### src/rtl/adder_arbiter.sv
// Round-robin front end for one shared pipelined adder: grants one requester per
// cycle, registers its operands onto the adder and tags the result with its owner.
module adder_arbiter #(
  parameter int NREQ = 4,
  parameter int W    = 16,
  parameter int LAT  = 1
) (
  input  logic                       clk,
  input  logic                       rst,
  input  logic [NREQ-1:0]            req_valid,
  input  logic [NREQ*W-1:0]          req_a,
  input  logic [NREQ*W-1:0]          req_b,
  output logic [NREQ-1:0]            req_ready,
  output logic [W-1:0]               add_a,
  output logic [W-1:0]               add_b,
  input  logic [W:0]                 add_sum,
  output logic                       rsp_valid,
  output logic [$clog2(NREQ)-1:0]    rsp_id,
  output logic [W:0]                 rsp_sum,
  output logic [$clog2(LAT+3)-1:0]   inflight
);

  localparam int IDW = $clog2(NREQ);
  localparam int CW  = $clog2(LAT+3);

  logic [IDW-1:0] ptr_q, ptr_d;
  logic [IDW-1:0] gidx_s;
  logic           any_s;
  logic           hs_s;
  logic [W-1:0]   a_q, a_d, b_q, b_d;
  logic [LAT:0]   tv_q;
  logic [IDW-1:0] tid_q [0:LAT];
  logic [CW-1:0]  cnt_q, cnt_d;

  function automatic logic [IDW-1:0] wrap_add(input logic [IDW-1:0] base, input int off);
    int s;
    s = int'(base) + off;
    return (s >= NREQ) ? IDW'(s - NREQ) : IDW'(s);
  endfunction

  // Round-robin search: first valid index at or after the pointer, wrapping.
  always_comb begin
    logic [IDW-1:0] cand;
    gidx_s = '0;
    any_s  = 1'b0;
    cand   = '0;
    for (int i = 0; i < NREQ; i++) begin
      cand   = wrap_add(ptr_q, i);
      gidx_s = (!any_s && req_valid[cand]) ? cand : gidx_s;
      any_s  = any_s | req_valid[cand];
    end
  end

  // One-hot grant, suppressed while reset is held.
  always_comb begin
    req_ready = '0;
    hs_s      = any_s & ~rst;
    if (hs_s) begin
      req_ready[gidx_s] = 1'b1;
    end else begin
      req_ready = '0;
    end
  end

  // Next-state for pointer, issued operands and in-flight count.
  always_comb begin
    ptr_d = ptr_q;
    a_d   = a_q;
    b_d   = b_q;
    cnt_d = cnt_q;
    if (hs_s) begin
      ptr_d = (gidx_s == IDW'(NREQ-1)) ? '0 : gidx_s + IDW'(1);
      a_d   = req_a[gidx_s*W +: W];
      b_d   = req_b[gidx_s*W +: W];
    end else begin
      ptr_d = ptr_q;
      a_d   = a_q;
      b_d   = b_q;
    end
    case ({hs_s, rsp_valid})
      2'b10:   cnt_d = cnt_q + CW'(1);
      2'b01:   cnt_d = cnt_q - CW'(1);
      default: cnt_d = cnt_q;
    endcase
  end

  // State registers; the tag pipe mirrors the adder depth so tags meet their sums.
  always_ff @(posedge clk) begin
    if (rst) begin
      ptr_q <= '0;
      a_q   <= '0;
      b_q   <= '0;
      tv_q  <= '0;
      cnt_q <= '0;
      for (int k = 0; k <= LAT; k++) begin
        tid_q[k] <= '0;
      end
    end else begin
      ptr_q    <= ptr_d;
      a_q      <= a_d;
      b_q      <= b_d;
      cnt_q    <= cnt_d;
      tv_q     <= {tv_q[LAT-1:0], hs_s};
      tid_q[0] <= gidx_s;
      for (int k = 1; k <= LAT; k++) begin
        tid_q[k] <= tid_q[k-1];
      end
    end
  end

  assign add_a     = a_q;
  assign add_b     = b_q;
  assign rsp_valid = tv_q[LAT] & ~rst;
  assign rsp_id    = tid_q[LAT];
  assign rsp_sum   = add_sum;
  assign inflight  = cnt_q;

endmodule

### config.mk
export PLATFORM = sky130hd
export DESIGN_NAME = adder_arbiter
export DESIGN_NICKNAME = d
export VERILOG_FILES = /design/src/rtl/adder_arbiter.sv
export SDC_FILE = /design/constraint.sdc
export NUM_CORES = 1
export LEC_CHECK = 0
export ABC_AREA = 1
export CELL_PAD_IN_SITES_DETAIL_PLACEMENT = 1
export CELL_PAD_IN_SITES_GLOBAL_PLACEMENT = 1
export CORE_ASPECT_RATIO = 0.5
export CORE_MARGIN = 2
export CORE_UTILIZATION = 24
export DETAILED_ROUTE_END_ITERATION = 7
export GPL_TIMING_DRIVEN = 1
export PLACE_DENSITY = 0.84
export SYNTH_ARGS = -nofsm -noshare
export SYNTH_HDL_FRONTEND = slang
export SYNTH_SLANG_ARGS = --single-unit
export TNS_END_PERCENT = 5
### constraint.sdc
create_clock -name clk -period 2.76 [get_ports clk]
set_input_delay 0.276 -clock clk [delete_from_list [all_inputs] [get_ports clk]]
set_output_delay 0.276 -clock clk [all_outputs]
set_load 0.02 [all_outputs]
==> results_dict.tcl <==
set metrics [dict create \
    totalWireLength_mm 13.8 \
    htree_levels 2 \
    synth_edf_count 0 \
    dieWidth_microns 172 \
    area_delta_synth_final_pct 57.6 \
    reg2reg_depth 14 \
    path_max_fanout 5 \
    viasPerCell 4.54 \
    drt_first_pass_iters 4 \
    crit_arrival_ps 2320 \
    synth.cell_area_sq_um 3400 \
    final.setup_skew_ps 3.63 \
    cap_violations 0 \
    ys_seq_elements 42 \
    power_density_nw_per_um2 1330 \
    fillCellCount 1785 \
    dieArea_sq_um 15200 \
    rsz0062_at_grt "no" \
    cts_buffers 5 \
    antenna_left 0 \
    wire_per_inst_microns 14.8 \
    grt_max_degree 45 \
    period_share_pct 94.2 \
    yosys.area.top_type_share_pct 28.2 \
    drc_errors 0 \
    ys.flop_type "dfxtp_1" \
    pin_count 209 \
    clock_latency_ps 280 \
    power_mw 7.11 \
    drt_iter0_markers 157 \
    min_path_cells 2 \
    slew_viol_final 0 \
    yosysTopAreaCell "nand2_1" \
    crit_required_ps 2480 \
    ys_seq_area_share_pct 24.7 \
    cts.clk_slew.worst_paths_ps 60 \
    layout_min_cycle_time_ps 2600 \
    fmax_ghz 0.385 \
    num_rows 30 \
    setup-violations-final 0 \
    netlist_instances 597 \
    synth.avg_cell_area_sq_um 5.69 \
    p_leak_nw 2.70 \
    cts_tree "yes" \
    rrSetupSlack_ps 520 \
    start_kind "input pin" \
    synthesis.nets 753 \
    grt_pass1_vias 4308 \
    dp_slack_ps -130 \
    synthTopCellsByCount "nand2_1 (255), nand3_1 (109), inv_1 (64), dfxtp_1 (42), nand3b_1 (27)" \
    critPathCaptureType "output pin" \
    routed-via-count 4223 \
    initial_core_util_pct 24.8 \
    overflow 0 \
    clockBufferDepth 2 \
    maxSlewHeadroom_pct 67.6 \
    drive_above_1_share_pct 4.87 \
    setup_ws_ps 160 \
    synthArstFlopShare_pct 0 \
    crit_type "input pin to output pin" \
    synth_most_common_cell "nand2_1" \
    ys_warn_count 0 \
    synthTopCellsByArea "nand2_1 (28%), dfxtp_1 (25%), nand3_1 (16%)" \
    regArea_sq_um 842 \
    ir_worst_vdd_v 0.000903 \
    core_area_sq_um 13700 \
    grt_pass1_wl_mm 21.3 \
    nets 894 \
    cts-root-buf "clkbuf_16" \
    status "completed" \
    track_usage_pct 17.8 \
    hold_viol_final 0 \
    dpl.hpwl_mm 10.5 \
    cts_hold_buffers 0 \
    cts_num_sinks 42 \
    worst_slew_pin_slew_ps 486 \
    yosysUniqueCellTypes 23 \
    gp_congestion 0.791 \
    antenna_found_initial 0 \
    hp-class "register to register" \
    n_antenna_cell 0 \
    multi_input_area_sq_um 1950 \
    die-height_microns 88.1 \
    numPortBuffers 174 \
]
[logic make-up after synthesis]
logic type | count (synthesis) | synth area share (%)
buffers and inverters | 126 | 17.9
adders and majority gates | 5 | 1.84
and+or+nand+nor | 411 | 53.5
AOI/OAI and AO/OA | 13 | 2.06
DFF | 42 | 24.7
[cells in the final DEF (no fill, tap or decap)]
cell type	count
nand2_2	3
clkbuf_16	5
o21ai_0	8
dfxtp_1	41
clkdlybuf4s50_1	170
buf_12	3
inv_1	64
ha_1	5
nand3_4	1
clkbuf_8	3
nand3_2	1
nand2_1	255
inv_2	5
a211oi_1	2
dlygate4sd2_1	4
dfxtp_2	1
nand3_1	109
o21ai_1	1
nor2_4	1
nor2_1	13
clkinv_1	1
buf_4	13
nand4_1	1
nand3b_1	27
a21oi_1	2
[layout make-up]
type,instances,area share [%]
Inverter,70,4.91
Timing Repair Buffer,190,35.4
Clock buffer,8,3.11
Sequential cell,42,15.7
Multi-Input combinational cell,429,36.4
Tap cell,192,4.48
[routing by layer]
layer  part of all wire, %  global-route usage [%]  vias to the layer above  wire (microns)
met1                    41                    19.9                     2005            5650
met2                    53                    34.3                       82            7280
met5                     0                       0                        -               0
met3                   4.0                    3.52                       22             555
met4                   2.3                    5.65                        0             320
li1                      -                       -                     2114               -
[worst max-delay path, cell delays in order]
cell	delay, ps
clkdlybuf4s50_1	440
inv_1	110
nand2_1	90
nand3_1	110
nand2_1	120
nor2_4	180
nand3_1	100
nand3_1	100
nand2_2	110
inv_2	90
ha_1	140
inv_1	40
nor2_1	90
dlygate4sd2_1	330
[state kept, by name (all words and copies together), names as in the netlist]
| name | cells |
|---|---|
| add_a | 16 |
| add_b | 16 |
| inflight | 2 |
| ptr_q | 2 |
| tid_q | 4 |
| tv_q | 2 |
[power by group]
part	internal [mW]	switching, mW	total, mW
Sequential	0.867	0.123	0.990
Combinational	1.95	3.51	5.46
Clock	0.410	0.249	0.659
Total	3.23	3.88	7.11
[timing repair]
item                                    CTS  global route
endpoints found under the setup margin    4             3
gates cloned                              0             0
setup buffers                             0             0
pin swaps                                 0             0
gates resized for setup                   4             1
[path summary, 6_finish.rpt]
path / endpoint / from
max reg2reg: add_b[10]$_SDFFE_PP0P_ / ptr_q[0]$_SDFFE_PP0P_
min reg2reg: tid_q[0][2]$_SDFF_PP0_ / tid_q[0][0]$_SDFF_PP0_
max: req_ready[2] / req_valid[1]
min: tid_q[0][2]$_SDFF_PP0_ / tid_q[0][0]$_SDFF_PP0_
[through the flow]
stage / hold WS, ps / util (%) / TNS, ps / std cells / instance area, sq um
floorplan: 388 / - / 0 / 597 / 3400
global placement: 391 / 37.9 / 0 / 923 / 5190
detailed placement: 400 / 37.9 / -362 / 923 / 5190
CTS: 411 / 39.1 / 0 / 931 / 5360
global route: 418 / 39.1 / 0 / 931 / 5360
finish: 407 / 39.1 / 0 / 931 / 5360
(Power assumes the default switching activity.)
